`src/rtl/wb_arbiter_2to1.sv`:
```
// Two-master to one-slave Wishbone arbiter: one transfer per grant, round-robin on ties,
// with a watchdog that force-acks a silent slave and pulses err_o.
module wb_arbiter_2to1 #(
  parameter int unsigned TIMEOUT_CYCLES = 255,
  parameter int unsigned CNT_W          = 16
) (
  input  logic        clk,
  input  logic        rst,
  // instruction master
  input  logic [31:0] i_addr_i,
  input  logic [31:0] i_data_i,
  input  logic        i_we_i,
  input  logic [3:0]  i_sel_i,
  input  logic        i_stb_i,
  input  logic        i_cyc_i,
  output logic [31:0] i_data_o,
  output logic        i_ack_o,
  // data master
  input  logic [31:0] d_addr_i,
  input  logic [31:0] d_data_i,
  input  logic        d_we_i,
  input  logic [3:0]  d_sel_i,
  input  logic        d_stb_i,
  input  logic        d_cyc_i,
  output logic [31:0] d_data_o,
  output logic        d_ack_o,
  // shared slave
  output logic [31:0] s_addr_o,
  output logic [31:0] s_data_o,
  output logic        s_we_o,
  output logic [3:0]  s_sel_o,
  output logic        s_stb_o,
  output logic        s_cyc_o,
  input  logic [31:0] s_data_i,
  input  logic        s_ack_i,
  // status
  output logic        err_o,
  output logic [1:0]  grant_o
);

  // State encoding doubles as the grant_o code.
  typedef enum logic [1:0] {
    IDLE  = 2'b00,
    GNT_I = 2'b01,
    GNT_D = 2'b10
  } state_t;

  localparam logic OWNER_I = 1'b0;
  localparam logic OWNER_D = 1'b1;
  localparam logic [CNT_W-1:0] TIMEOUT_CNT = CNT_W'(TIMEOUT_CYCLES);

  state_t             state_q, state_d;
  logic               last_owner_q, last_owner_d;
  logic [CNT_W-1:0]   cnt_q, cnt_d;

  // Master-indexed views: index 0 = instruction, 1 = data.
  logic [31:0] m_addr [2];
  logic [31:0] m_wdat [2];
  logic        m_we   [2];
  logic [3:0]  m_sel  [2];
  logic        m_stb  [2];
  logic        m_cyc  [2];
  logic [31:0] m_rdat [2];
  logic        m_ack  [2];
  logic [1:0]  req;

  logic granted;
  logic owner;
  logic owner_cyc;
  logic out_en;
  logic timeout_hit;

  assign m_addr[0] = i_addr_i;
  assign m_wdat[0] = i_data_i;
  assign m_we[0]   = i_we_i;
  assign m_sel[0]  = i_sel_i;
  assign m_stb[0]  = i_stb_i;
  assign m_cyc[0]  = i_cyc_i;
  assign m_addr[1] = d_addr_i;
  assign m_wdat[1] = d_data_i;
  assign m_we[1]   = d_we_i;
  assign m_sel[1]  = d_sel_i;
  assign m_stb[1]  = d_stb_i;
  assign m_cyc[1]  = d_cyc_i;

  assign granted   = (state_q == GNT_I) || (state_q == GNT_D);
  assign owner     = (state_q == GNT_D) ? OWNER_D : OWNER_I;
  assign owner_cyc = m_cyc[owner];
  assign out_en    = granted && !rst;

  // A dropped cyc is an abort and outranks the watchdog; a real ack outranks it too.
  assign timeout_hit = granted && owner_cyc && !s_ack_i && (cnt_q == TIMEOUT_CNT);

  genvar gi;
  generate
    for (gi = 0; gi < 2; gi++) begin : g_master
      logic is_owner;
      assign req[gi]    = m_cyc[gi] & m_stb[gi];
      assign is_owner   = out_en && (owner == 1'(gi));
      assign m_ack[gi]  = is_owner && owner_cyc && (s_ack_i || timeout_hit);
      assign m_rdat[gi] = (is_owner && !timeout_hit) ? s_data_i : 32'd0;
    end
  endgenerate

  assign i_data_o = m_rdat[0];
  assign i_ack_o  = m_ack[0];
  assign d_data_o = m_rdat[1];
  assign d_ack_o  = m_ack[1];
  assign err_o    = timeout_hit && !rst;
  assign grant_o  = out_en ? state_q : IDLE;

  always_comb begin
    s_addr_o = 32'd0;
    s_data_o = 32'd0;
    s_we_o   = 1'b0;
    s_sel_o  = 4'd0;
    s_stb_o  = 1'b0;
    s_cyc_o  = 1'b0;
    if (out_en) begin
      s_addr_o = m_addr[owner];
      s_data_o = m_wdat[owner];
      s_we_o   = m_we[owner];
      s_sel_o  = m_sel[owner];
      s_stb_o  = m_stb[owner];
      s_cyc_o  = m_cyc[owner];
    end
  end

  always_comb begin
    state_d      = state_q;
    last_owner_d = last_owner_q;
    cnt_d        = cnt_q;
    case (state_q)
      IDLE: begin
        cnt_d = '0;
        if (req[0] && req[1]) begin
          state_d = (last_owner_q == OWNER_I) ? GNT_D : GNT_I;
        end else if (req[1]) begin
          state_d = GNT_D;
        end else if (req[0]) begin
          state_d = GNT_I;
        end
      end
      GNT_I, GNT_D: begin
        if (!owner_cyc || s_ack_i || timeout_hit) begin
          state_d      = IDLE;
          last_owner_d = owner;
          cnt_d        = '0;
        end else begin
          cnt_d = cnt_q + 1'b1;
        end
      end
      default: begin
        state_d = IDLE;
        cnt_d   = '0;
      end
    endcase
  end

  always_ff @(posedge clk) begin
    if (rst) begin
      state_q      <= IDLE;
      last_owner_q <= OWNER_I;
      cnt_q        <= '0;
    end else begin
      state_q      <= state_d;
      last_owner_q <= last_owner_d;
      cnt_q        <= cnt_d;
    end
  end

endmodule

```
`config.mk`:
```
export PLATFORM = sky130hd
export DESIGN_NAME = wb_arbiter_2to1
export DESIGN_NICKNAME = d
export VERILOG_FILES = /design/src/rtl/wb_arbiter_2to1.sv
export SDC_FILE = /design/constraint.sdc
export NUM_CORES = 1
export LEC_CHECK = 0
export BUFFER_PORTS_ARGS = -buffer_cell sky130_fd_sc_hd__buf_2
export CORE_AREA = 2 2 124 126
export CTS_CLUSTER_SIZE = 20
export DETAILED_ROUTE_END_ITERATION = 10
export DIE_AREA = 0 0 126 128
export PLACE_DENSITY = 0.58
export SETUP_SLACK_MARGIN = 0.15
export SLEW_MARGIN = 20
export SYNTH_ARGS = -nofsm -noshare
export SYNTH_HDL_FRONTEND = slang
export SYNTH_SLANG_ARGS = --single-unit
```
`constraint.sdc`:
```
create_clock -name clk -period 3 [get_ports clk]
set_clock_uncertainty 0.05 [all_clocks]
set_input_delay 0.3 -clock clk [delete_from_list [all_inputs] [get_ports clk]]
set_output_delay 0.3 -clock clk [all_outputs]
set_load 0.01 [all_outputs]
```
==> out/results.ini <==
[outcome]
status = finished clean

[worst_hold_path]
holdCritStartpoint = rst
hp-class = in -> reg
holdPathStages = 2

[yosys]
synth.net_count = 520
yosys_warnings = 0
ys_seq_elements = 19
synth_edf_count = 0
synthCells = 340
yosysTopAreaCellShare = 0.297
ys_dominant_reg_cell = dfxtp_1
netlist_area_um2 = 2420
yosysMostFrequentCell = nor2_1
async_reset_ff_frac = 0
yosys-top-cells-count = nor2_1, mux2i_1, and2_1
netlist_top_cells_area = mux2i_1, and2_1, dfxtp_1
syn_avg_cell_area_um2 = 7.13
yosysUniqueCellTypes = 34
yosysTopAreaCell = mux2i_1
ys_seq_area_frac = 0.157

[critical_path]
crit_required_ns = 2.65
startpoint = state_q[1]$_SDFFE_PP0P_
r2r_cells = 7
regToRegStartpoint = state_q[1]$_SDFFE_PP0P_
cp_max_fo = 32
critPathKind = reg -> out
endpoint_kind = primary output
rr_endpoint = cnt_q[8]$_SDFF_PP0_
rrSetupSlack_ns = 0.82
setup.worst_path.end = i_data_o[2]
critPathLaunchType = flop
worstPathArrival_ns = 2.25

[timing]
fin_crit_ns = 2.60
max_freq_ghz = 0.384
finalHoldViolations = 0
setup_violations = 0
fin_crit_sh = 0.867
tightest_slew_ns = 0.695
rsz0062_at_grt = no
maxSlewViolCount = 0
slew_headroom = 0.537
hold_ws_ns = 0.263
tns_ns = 0

[floorplan]
fp.dieW_um = 126
num_rows = 45
core_area_um2 = 14900
initial_core_util = 0.163
die-area_um2 = 16100
die_h_um = 128
top_level_ports = 317

[global_routing]
gr-total-overflow = 0
grt_pass1_wl_mm = 14.2
grt_max_degree = 75
antenna_found_initial = 0
grt_pass1_vias = 2912
grt_use_total = 0.109

[finish]
syn2layout_area_growth_pct = 76.6
fillCellCount = 1628
num-nets-final = 820
n_antenna_cell = 0
drive_gt1_frac = 0.520

[clock_network]
clkTransAtPathRegs_ns = 0.05
cts_root_buf = clkbuf_16
cts_setup_buffers = 0
htree_levels = 1
clk_latency_ns = 0.26
cts_tree = built
cts.sinks = 19
clockBufferDepth = 2
numCtsBuffers = 3

[run]
maxCapViolations = 0

[placed_design]
io_buffer_count = 316
gp_congestion = 0.765
dp_hpwl_mm = 8.52

[routing]
viasPerCell = 4.03
drcViolationCount = 0
ant_nets = 0
dr.pass1.iters = 4
drt_iter0_drc = 100
wl_per_cell_um = 12.2
routed_wl_mm = 10.1
route.vias.total = 3330

[pwr]
powerDensity_nw_per_um2 = 271
ir_worst_vdd_mv = 0.149
p_leak_nw = 2.29

final cells by class:
type                    count  area, um2  area share
flip-flops and latches     19        380      0.0889
multi-input cells         291       1940       0.454
well taps                 188        235      0.0550
repair buffers            319       1620       0.378
clock inverters             1       7.51     0.00175
inverters                   6       22.5     0.00526
clock buffers               3       75.1      0.0175
timing repair:
item	in CTS	in global routing
hold buffers	0	0
endpoints found under the setup margin	64	0
gates resized for setup	2	0
through the flow:
stage | utilization | area [um2] | std cells | total power [mW] | setup slack (ns)
finish | 0.288 | 4280 | 827 | 1.16 | 0.399
floorplan | - | 2420 | 340 | 0.605 | 0.964
CTS | 0.288 | 4280 | 827 | 1.17 | 0.347
global placement | 0.282 | 4190 | 823 | 0.891 | 0.371
global route | 0.288 | 4280 | 827 | 1.24 | 0.178
detailed placement | 0.282 | 4190 | 823 | 0.890 | 0.350
critical path: stages (launching register included):
cell and delay [ns]:
dfxtp_1 0.37, inv_1 0.09, ha_1 0.33, inv_1 0.11, nor3_4 0.22, nand4b_1 0.13
and3_2 0.38, and2_1 0.23, buf_2 0.13
flip-flops by register name, indices dropped and copies added (netlist names):
| name | cells |
|---|---|
| cnt_q | 16 |
| state_q | 2 |
| last_owner_q | 1 |
kinds of logic (layout without fill, tap and decap cells):
| family | after synthesis | in the layout | synth area share |
|---|---|---|---|
| and+or+nand+nor | 196 | 196 | 0.413 |
| muxes | 72 | 72 | 0.297 |
| buffers and inverters | 30 | 329 | 0.0490 |
| DFF | 19 | 19 | 0.157 |
| xor gates and xnor gates | 14 | 14 | 0.0506 |
| AOI/OAI and AO/OA | 6 | 6 | 0.0181 |
| adders and majority gates | 3 | 3 | 0.0155 |
layout by cell type (no fill, tap or decap), types with 2 or more instances in the layout:
| cell type | instances |
|---|---|
| xor2_1 | 7 |
| nor3_1 | 2 |
| clkbuf_16 | 3 |
| and3_1 | 5 |
| and2_1 | 64 |
| nor3_4 | 2 |
| dfxtp_1 | 19 |
| nand3_1 | 5 |
| and3_2 | 3 |
| xnor2_1 | 7 |
| o31ai_1 | 2 |
| ha_1 | 2 |
| nand4_1 | 2 |
| mux2i_1 | 72 |
| buf_2 | 316 |
| nand2_1 | 7 |
| inv_1 | 6 |
| nor2_1 | 96 |
| buf_4 | 2 |
worst min-delay path by stage:
stage / endpoint
after floorplan: last_owner_q$_SDFFE_PP0P_
after global placement: cnt_q[0]$_SDFF_PP0_
after detailed placement: cnt_q[0]$_SDFF_PP0_
after CTS: last_owner_q$_SDFFE_PP0P_
after global routing: last_owner_q$_SDFFE_PP0P_
final: last_owner_q$_SDFFE_PP0P_
metal layers:
layer,vias up,share of wire,GRT usage
met5,-,0,0
met4,0,0.011,0.0330
met3,5,0.084,0.0134
met2,191,0.52,0.206
met1,1415,0.39,0.128
li1,1719,-,-
power breakdown:
group	switching, mW	leakage, nW	internal (mW)
Combinational	0.329	2.10	0.291
Sequential	0.00245	0.153	0.257
Clock	0.0978	0.0371	0.180
Power figures use the tool's default switching activity.
